**src/rtl/img_capture.sv**
```systemverilog
// rtl/img_capture.sv - snoops the pixel stream and writes one rectangular window into the image buffer
module img_capture #(
    parameter int RECT_WIDTH  = 128,
    parameter int RECT_LENGTH = 128,
    parameter int COL_BITS    = 7,
    parameter int ROW_BITS    = 7
) (
    input  logic                         pclk,
    input  logic                         rst,
    input  logic [10:0]                  hcount_in,
    input  logic [10:0]                  vcount_in,
    input  logic                         hblnk_in,
    input  logic                         vblnk_in,
    input  logic [11:0]                  rgb_in,
    input  logic [10:0]                  xpos,
    input  logic [10:0]                  ypos,
    input  logic                         start,
    input  logic                         abort,
    output logic                         wr_en,
    output logic [ROW_BITS+COL_BITS-1:0] wr_addr,
    output logic [11:0]                  wr_data,
    output logic                         busy,
    output logic                         done,
    output logic                         partial
);

    localparam int CNT_BITS = ROW_BITS + COL_BITS + 1;
    localparam logic [CNT_BITS-1:0] TOTAL = CNT_BITS'(RECT_WIDTH * RECT_LENGTH);
    localparam logic [11:0] W12 = 12'(RECT_WIDTH);
    localparam logic [11:0] L12 = 12'(RECT_LENGTH);

    typedef enum logic [1:0] {
        S_IDLE,
        S_ARM,
        S_CAPTURE
    } state_t;

    state_t                        state_q, state_d;
    logic [10:0]                   x_q, x_d;
    logic [10:0]                   y_q, y_d;
    logic [CNT_BITS-1:0]           cnt_q, cnt_d;
    logic                          wr_en_q, wr_en_d;
    logic [ROW_BITS+COL_BITS-1:0]  wr_addr_q, wr_addr_d;
    logic [11:0]                   wr_data_q, wr_data_d;
    logic                          busy_q, busy_d;
    logic                          done_q, done_d;
    logic                          partial_q, partial_d;

    logic        origin;
    logic        eligible;
    logic        take_pixel;
    logic        finish_partial;
    logic [11:0] h12, v12, x12, y12;
    logic [11:0] col_off, row_off;
    logic [CNT_BITS-1:0] cnt_inc;

    // Window bounds are compared at 12 bits so that X+W near the top of the 11-bit range cannot wrap.
    always_comb begin
        h12      = {1'b0, hcount_in};
        v12      = {1'b0, vcount_in};
        x12      = {1'b0, x_q};
        y12      = {1'b0, y_q};
        col_off  = h12 - x12;
        row_off  = v12 - y12;
        origin   = (hcount_in == 11'd0) && (vcount_in == 11'd0);
        eligible = !hblnk_in && !vblnk_in &&
                   (h12 >= x12) && (h12 < x12 + W12) &&
                   (v12 >= y12) && (v12 < y12 + L12);
        cnt_inc  = cnt_q + CNT_BITS'(1);
    end

    always_comb begin
        state_d        = state_q;
        x_d            = x_q;
        y_d            = y_q;
        cnt_d          = cnt_q;
        wr_en_d        = 1'b0;
        wr_addr_d      = wr_addr_q;
        wr_data_d      = wr_data_q;
        done_d         = 1'b0;
        partial_d      = 1'b0;
        take_pixel     = 1'b0;
        finish_partial = 1'b0;

        case (state_q)
            S_IDLE: begin
                // The cycle showing done still belongs to the finished capture.
                if (start && !done_q) begin
                    x_d     = xpos;
                    y_d     = ypos;
                    cnt_d   = '0;
                    state_d = S_ARM;
                end
            end
            S_ARM: begin
                if (abort) begin
                    finish_partial = 1'b1;
                end else if (origin) begin
                    state_d    = S_CAPTURE;
                    take_pixel = 1'b1;
                end
            end
            S_CAPTURE: begin
                // A second origin means the frame ended with the window not fully visible.
                if (abort || origin) begin
                    finish_partial = 1'b1;
                end else begin
                    take_pixel = 1'b1;
                end
            end
            default: begin
                state_d = S_IDLE;
            end
        endcase

        if (finish_partial) begin
            state_d   = S_IDLE;
            done_d    = 1'b1;
            partial_d = 1'b1;
        end

        if (take_pixel && eligible) begin
            wr_en_d   = 1'b1;
            wr_addr_d = {row_off[ROW_BITS-1:0], col_off[COL_BITS-1:0]};
            wr_data_d = rgb_in;
            cnt_d     = cnt_inc;
            if (cnt_inc == TOTAL) begin
                state_d = S_IDLE;
                done_d  = 1'b1;
            end
        end

        busy_d = (state_d != S_IDLE);
    end

    always_ff @(posedge pclk) begin
        if (!rst) begin
            state_q   <= S_IDLE;
            x_q       <= '0;
            y_q       <= '0;
            cnt_q     <= '0;
            wr_en_q   <= 1'b0;
            wr_addr_q <= '0;
            wr_data_q <= '0;
            busy_q    <= 1'b0;
            done_q    <= 1'b0;
            partial_q <= 1'b0;
        end else begin
            state_q   <= state_d;
            x_q       <= x_d;
            y_q       <= y_d;
            cnt_q     <= cnt_d;
            wr_en_q   <= wr_en_d;
            wr_addr_q <= wr_addr_d;
            wr_data_q <= wr_data_d;
            busy_q    <= busy_d;
            done_q    <= done_d;
            partial_q <= partial_d;
        end
    end

    assign wr_en   = wr_en_q;
    assign wr_addr = wr_addr_q;
    assign wr_data = wr_data_q;
    assign busy    = busy_q;
    assign done    = done_q;
    assign partial = partial_q;

endmodule

```
**config.mk**
```make
export PLATFORM = sky130hd
export DESIGN_NAME = img_capture
export DESIGN_NICKNAME = d
export VERILOG_FILES = /design/src/rtl/img_capture.sv
export SDC_FILE = /design/constraint.sdc
export NUM_CORES = 1
export LEC_CHECK = 0
export BUFFER_PORTS_ARGS = -buffer_cell sky130_fd_sc_hd__buf_2
export CAP_MARGIN = 15
export CORE_MARGIN = 3
export CORE_UTILIZATION = 30
export DETAILED_ROUTE_END_ITERATION = 8
export GPL_TIMING_DRIVEN = 0
export SYNTH_ARGS = -nofsm -noshare
export SYNTH_HDL_FRONTEND = slang
export SYNTH_SLANG_ARGS = --single-unit
export TNS_END_PERCENT = 1
```
**constraint.sdc**
```tcl
create_clock -name pclk -period 4.7 [get_ports pclk]
set_clock_uncertainty 0.15 [all_clocks]
set_input_delay 0.47 -clock pclk [delete_from_list [all_inputs] [get_ports pclk]]
set_output_delay 0.47 -clock pclk [all_outputs]
set_load 0.005 [all_outputs]
```
# ---- Word level (Yosys, flattened, before mapping)
# Cells that the tools add are included.
dict set report classes {
  addsub 5
  multipliers 0
  div 0
  order_cmp 4
  n_eq_ne 3
  shift 0
  mux 21
  bitwise 0
  reduce_logical 20
}
# op n
set op_table {}
lappend op_table {{$mux W15} 3}
lappend op_table {{$add A11 B8 Y12 const B} 2}
lappend op_table {{$lt A11 B12 Y1} 2}
lappend op_table {{$ge A11 B11 Y1} 2}
lappend op_table {{$logic_not A11 Y1} 2}
lappend op_table {{$add A15 B1 Y15 const B} 1}
lappend op_table {{$eq A15 B15 Y1 const B} 1}
lappend op_table {{$sub A7 B7 Y7} 2}
lappend op_table {{$mux W2} 6}
lappend op_table {{$mux W1} 9}
lappend op_table {{$logic_and A1 B1 Y1} 8}
lappend op_table {{$pmux W2 S3} 1}
lappend op_table {{$reduce_bool A2 Y1} 3}
lappend op_table {{$pmux W1 S2} 2}
lappend op_table {{$reduce_and A2 Y1} 2}
lappend op_table {{$logic_not A1 Y1} 3}
lappend op_table {{$eq A2 B1 Y1 const B} 1}
lappend op_table {{$eq A2 B2 Y1 const B} 1}
lappend op_table {{$logic_not A2 Y1} 1}
lappend op_table {{$logic_or A1 B1 Y1} 1}
dict set report word_totals {
  register_bits 69
  latchBits 0
  ramBits 0
  mem_bits_ro 0
  inputBits 62
  out_inout_bits 30
  n_memories 0
}

# ---- Longest topological paths before layout
dict set report depth {
  depth_word 9
  depth_mapped 12
  mapped_depth_nobuf 10
}

# ---- Worst setup path after synthesis
# OpenSTA, ideal clock, no wires.
dict set report synth_timing {
  path_kind {input to register}
  start {input hcount_in[5]}
  end {register state_q[1]}
  t_arrival_ps 2350
  required_time_ps 4434
  slack_ps 2084
  stages 7
  cell_sequence {ha_1 -> or4_1 -> o21a_1 -> a22oi_1 -> nand4_2 -> or3b_1 -> and3b_1}
}
dict set report synth_between {
  elab_chain_cells 8
  elab_cells_between_ends 22
}
# element line_no
set synth_rtl {}
lappend synth_rtl {{start, declared} 10} ;# input logic [10:0] hcount_in,
lappend synth_rtl {{$logic_not A11 Y1} 65} ;# origin = (hcount_in == 11'd0) && (vcount_in == 11'd0);
lappend synth_rtl {{$logic_and A1 B1 Y1} 65}
lappend synth_rtl {{$mux W2 or $logic_or A1 B1 Y1 (tied branches)} {98, 105}}
lappend synth_rtl {{$mux W2 or $mux W1 (tied branches)} {96, 105}}
lappend synth_rtl {{$pmux W2 S3 or $pmux W1 S2 (tied branches)} 85} ;# case (state_q)
lappend synth_rtl {{$mux W2} 116} ;# if (finish_partial) begin
lappend synth_rtl {{$mux W2} 127} ;# if (cnt_inc == TOTAL) begin
lappend synth_rtl {{$mux W2 *} 122} ;# if (take_pixel && eligible) begin
lappend synth_rtl {{end signal, assigned} 149} ;# state_q <= state_d;
lappend synth_rtl {{end, declared} 38} ;# state_t state_q, state_d;
# Mark *: on every way between the ends. The rest lies on a longest branch, timed or not.
# A chain may end at the register's enable or synchronous reset.

# ---- Final worst setup path
dict set report layout_timing {
  start {register state_q[1]}
  end {register busy_q, in the netlist busy}
}
dict set report layout_between {
  elab_chain_cells 7
  elab_cells_between_ends 14
}
# element line_no
set layout_rtl {}
lappend layout_rtl {{$mux W2} 98} ;# end else if (origin) begin
lappend layout_rtl {{$mux W2} 96} ;# if (abort) begin
lappend layout_rtl {{$pmux W2 S3} 85}
lappend layout_rtl {{$mux W2} 116}
lappend layout_rtl {{$mux W2} 127}
lappend layout_rtl {{$mux W2 *} 122}
lappend layout_rtl {{$reduce_bool A2 Y1 *} 133} ;# busy_d = (state_d != S_IDLE);
lappend layout_rtl {{end signal, assigned} 156} ;# busy_q <= busy_d;
lappend layout_rtl {{end, declared} 45} ;# logic busy_q, busy_d;
# Marked as above.

==> flow_metrics.tcl <==
set metrics [dict create \
    tns_ns 0 \
    yosys.area.top_type_share_pct 31.9 \
    gp_congestion 0.856 \
    post_dp_cell_area_um2 5020 \
    timing.critical_path.from "state_q[1]" \
    timing.slew.headroom_pct 58.7 \
    finalNetCount 730 \
    antenna-diode-count 0 \
    cts_max_path_buffers 2 \
    die_height_um 126 \
    min_period_ns 2.94 \
    r2r-end "busy" \
    critPathMaxStageDelay_ns 0.49 \
    gr-total-overflow 0 \
    critPathArrivalTime_ns 3.02 \
    leakage_nw 2.52 \
    combPwrFrac_pct 15.1 \
    drt-initial-drc-count 139 \
    finalHoldViolCount 0 \
    path_clk_slew_ns 0.06 \
    syn-num-nets 628 \
    setup_violations 0 \
    avgSynthCellArea_um2 8.23 \
    final_area_um2 5360 \
    cts_hold_buf 0 \
    h-tree-depth 3 \
    rsz0062_at_grt "no" \
    critPathCapture "busy" \
    r2r_slack_ns 1.76 \
    hpwl_um 9040 \
    drc 0 \
    timing.hold.ws_ns 0.209 \
    io_pins 92 \
    cts-buffers-inserted 9 \
    cts_sinks 69 \
    grtUsageTotal_pct 14.6 \
    num_vias 3953 \
    fin_crit_sh_pct 62.6 \
    pwr-share-clk_pct 47.6 \
    cpMaxStageDelayCell "or4b_1" \
    tightest_slew_ns 0.620 \
    antenna_found_initial 0 \
    fp.dieW_um 126 \
    portBuffers 91 \
    synth_cells 527 \
    status "finished clean" \
    ctsResizeCount 0 \
    design.core.area_um2 14000 \
    ys_ff_latch 69 \
    p_sw_share_pct 25.4 \
    yosysSeqAreaShare_pct 31.9 \
    p_int_mw 1.23 \
    yosys.area.top_type "dfxtp_1" \
    critPathMaxFanout 6 \
    max_freq_mhz 340 \
    synth_cell_types 62 \
    cts-root-buf "clkbuf_16" \
    wl_per_cell_um 13.9 \
    vdd_ir_drop_max_uv 175 \
    worstSetupPathType "flop to flop" \
    rows 43 \
    routed_wl_um 11300 \
    area_growth_pct 23.5 \
    ys_warn_count 0 \
    grt_first_pass_wirelength_um 18900 \
    r2r_cells 9 \
    cp_cell_sequence "inv_1 > ha_1 > or4b_1 > a221oi_2 > o221ai_1 > a21oi_2 > nand4_2 > or3b_1 > and3_1" \
    async_reset_ff_share_pct 0 \
    ant_nets 0 \
    die-area_um2 15900 \
    p_per_area_nw_per_um2 307 \
    drtPass1Iterations 4 \
    post_cts_buffers 0 \
    cts_tree "yes" \
    viasPerCell 4.86 \
    cp.required_ns 4.78 \
    worstSetupStartpointType "flop" \
    synth_area_um2 4340 \
    grt_max_degree 13 \
    hold_class "input pin to flop" \
    drive_above_1_share_pct 21.1 \
    p_sw_mw 0.418 \
    synth.top_cells.by_area "dfxtp_1 32%, ha_1 11%, nand2_1 6.0%" \
    grt_pass1_vias 3923 \
    clk_latency_ns 0.35 \
    ys_dominant_reg_cell "dfxtp_1" \
    worstReg2RegStart "state_q[1]" \
    maxCapViolations 0 \
    synth-edff-count 0 \
    start_util_pct 31.0 \
    endpoint_kind "flop" \
    p_seq_share_pct 37.3 \
    slew_violations 0 \
]
[sequential cells by signal (all words and copies together) (netlist names)]
register,cells
cnt_q,15
state_q,2
partial,1
x_q,11
busy,1
wr_data,12
wr_en,1
y_q,11
wr_addr,14
done,1
[metrics by stage]
stage               total power, mW  utilization, %  setup WS [ns]  instances
floorplan                     0.790               -           2.08        527
global placement              0.868            35.9           1.68        798
detailed placement            0.874            35.9           1.63        798
CTS                            1.66            38.3           1.74        814
global route                   1.73            38.3           1.49        814
finish                         1.64            38.3           1.76        814
[layer usage]
metal  track usage, %  routed length, um
met2             24.2               5380
met1             18.4               5200
met5                0                  0
met4             5.93                267
met3             3.39                448
[cell type report]
| class | instances | area, um2 |
|---|---|---|
| tap | 180 | 225 |
| multi-input combinational | 394 | 2670 |
| fill | 1445 | 8630 |
| clock buffer | 10 | 229 |
| timing repair buffer | 91 | 455 |
| inverter | 39 | 146 |
| clock inverter | 6 | 111 |
| sequential | 69 | 1380 |
| buffer | 25 | 139 |
[critical path: cells and delay by family, from the launching register on]
family	cells	cell delay (ns)
AO/OA/AOI/OAI	3	0.52
adder cells (fa/ha/maj)	1	0.32
buffers and inverters	1	0.09
flip-flops	1	0.40
AND/OR/NAND/NOR	4	1.36
[power by group through the flow]
stage                     sequential [mW]  combinational [mW]  clock, mW
after global placement              0.625               0.243          0
after detailed placement            0.625               0.249          0
after global routing                0.615               0.285      0.829
after CTS                           0.613               0.251      0.800
after floorplan                     0.623               0.168          0
final                               0.613               0.249      0.783
[synthesized netlist by cell type, types with 9 or more instances]
master,n
and3_1,9
xnor2_1,14
nor2_1,34
a21o_1,17
dfxtp_1,69
a21oi_1,48
ha_1,37
nand3_1,25
inv_1,39
nand2_1,69
mux2i_1,22
clkbuf_1,13
[kinds of logic (layout without fill, tap and decap cells)]
logic type | after synthesis | count (layout) | synth area share (%)
simple gates | 209 | 209 | 25.1
buf+inv | 64 | 171 | 6.58
fa+ha+maj | 39 | 39 | 11.6
xor+xnor | 17 | 17 | 3.61
flops | 69 | 69 | 31.9
compound gates | 106 | 106 | 15.9
mux | 23 | 23 | 5.34
[worst min-delay path by stage]
stage,start,to,slack [ns],cells past startpoint
floorplan,x_q[2],x_q[2],0.29,2
global placement,y_q[6],y_q[6],0.30,2
detailed placement,wr_addr[12],wr_addr[12],0.30,2
CTS,rgb_in[0],wr_data[0],0.20,3
global route,ypos[7],y_q[7],0.21,3
finish,rgb_in[0],wr_data[0],0.21,3
[placed cells by master (no fill, tap or decap), types with 3 or more instances in the layout]
master / instances
buf_2: 94
nand2_1: 69
dfxtp_1: 69
a21oi_1: 48
inv_1: 39
ha_1: 37
nor2_1: 34
nand3_1: 25
mux2i_1: 22
a21o_1: 17
xnor2_1: 14
clkbuf_1: 14
and3_1: 9
clkbuf_16: 9
o21ai_0: 8
nor2b_1: 8
o21a_1: 8
or3_1: 8
nor4_1: 7
nor3_1: 7
and4_1: 6
nand4_1: 5
or4_1: 5
buf_4: 5
or2_0: 5
or2_2: 4
nand4_2: 3
buf_6: 3
bufinv_16: 3
(Power assumes the default switching activity.)
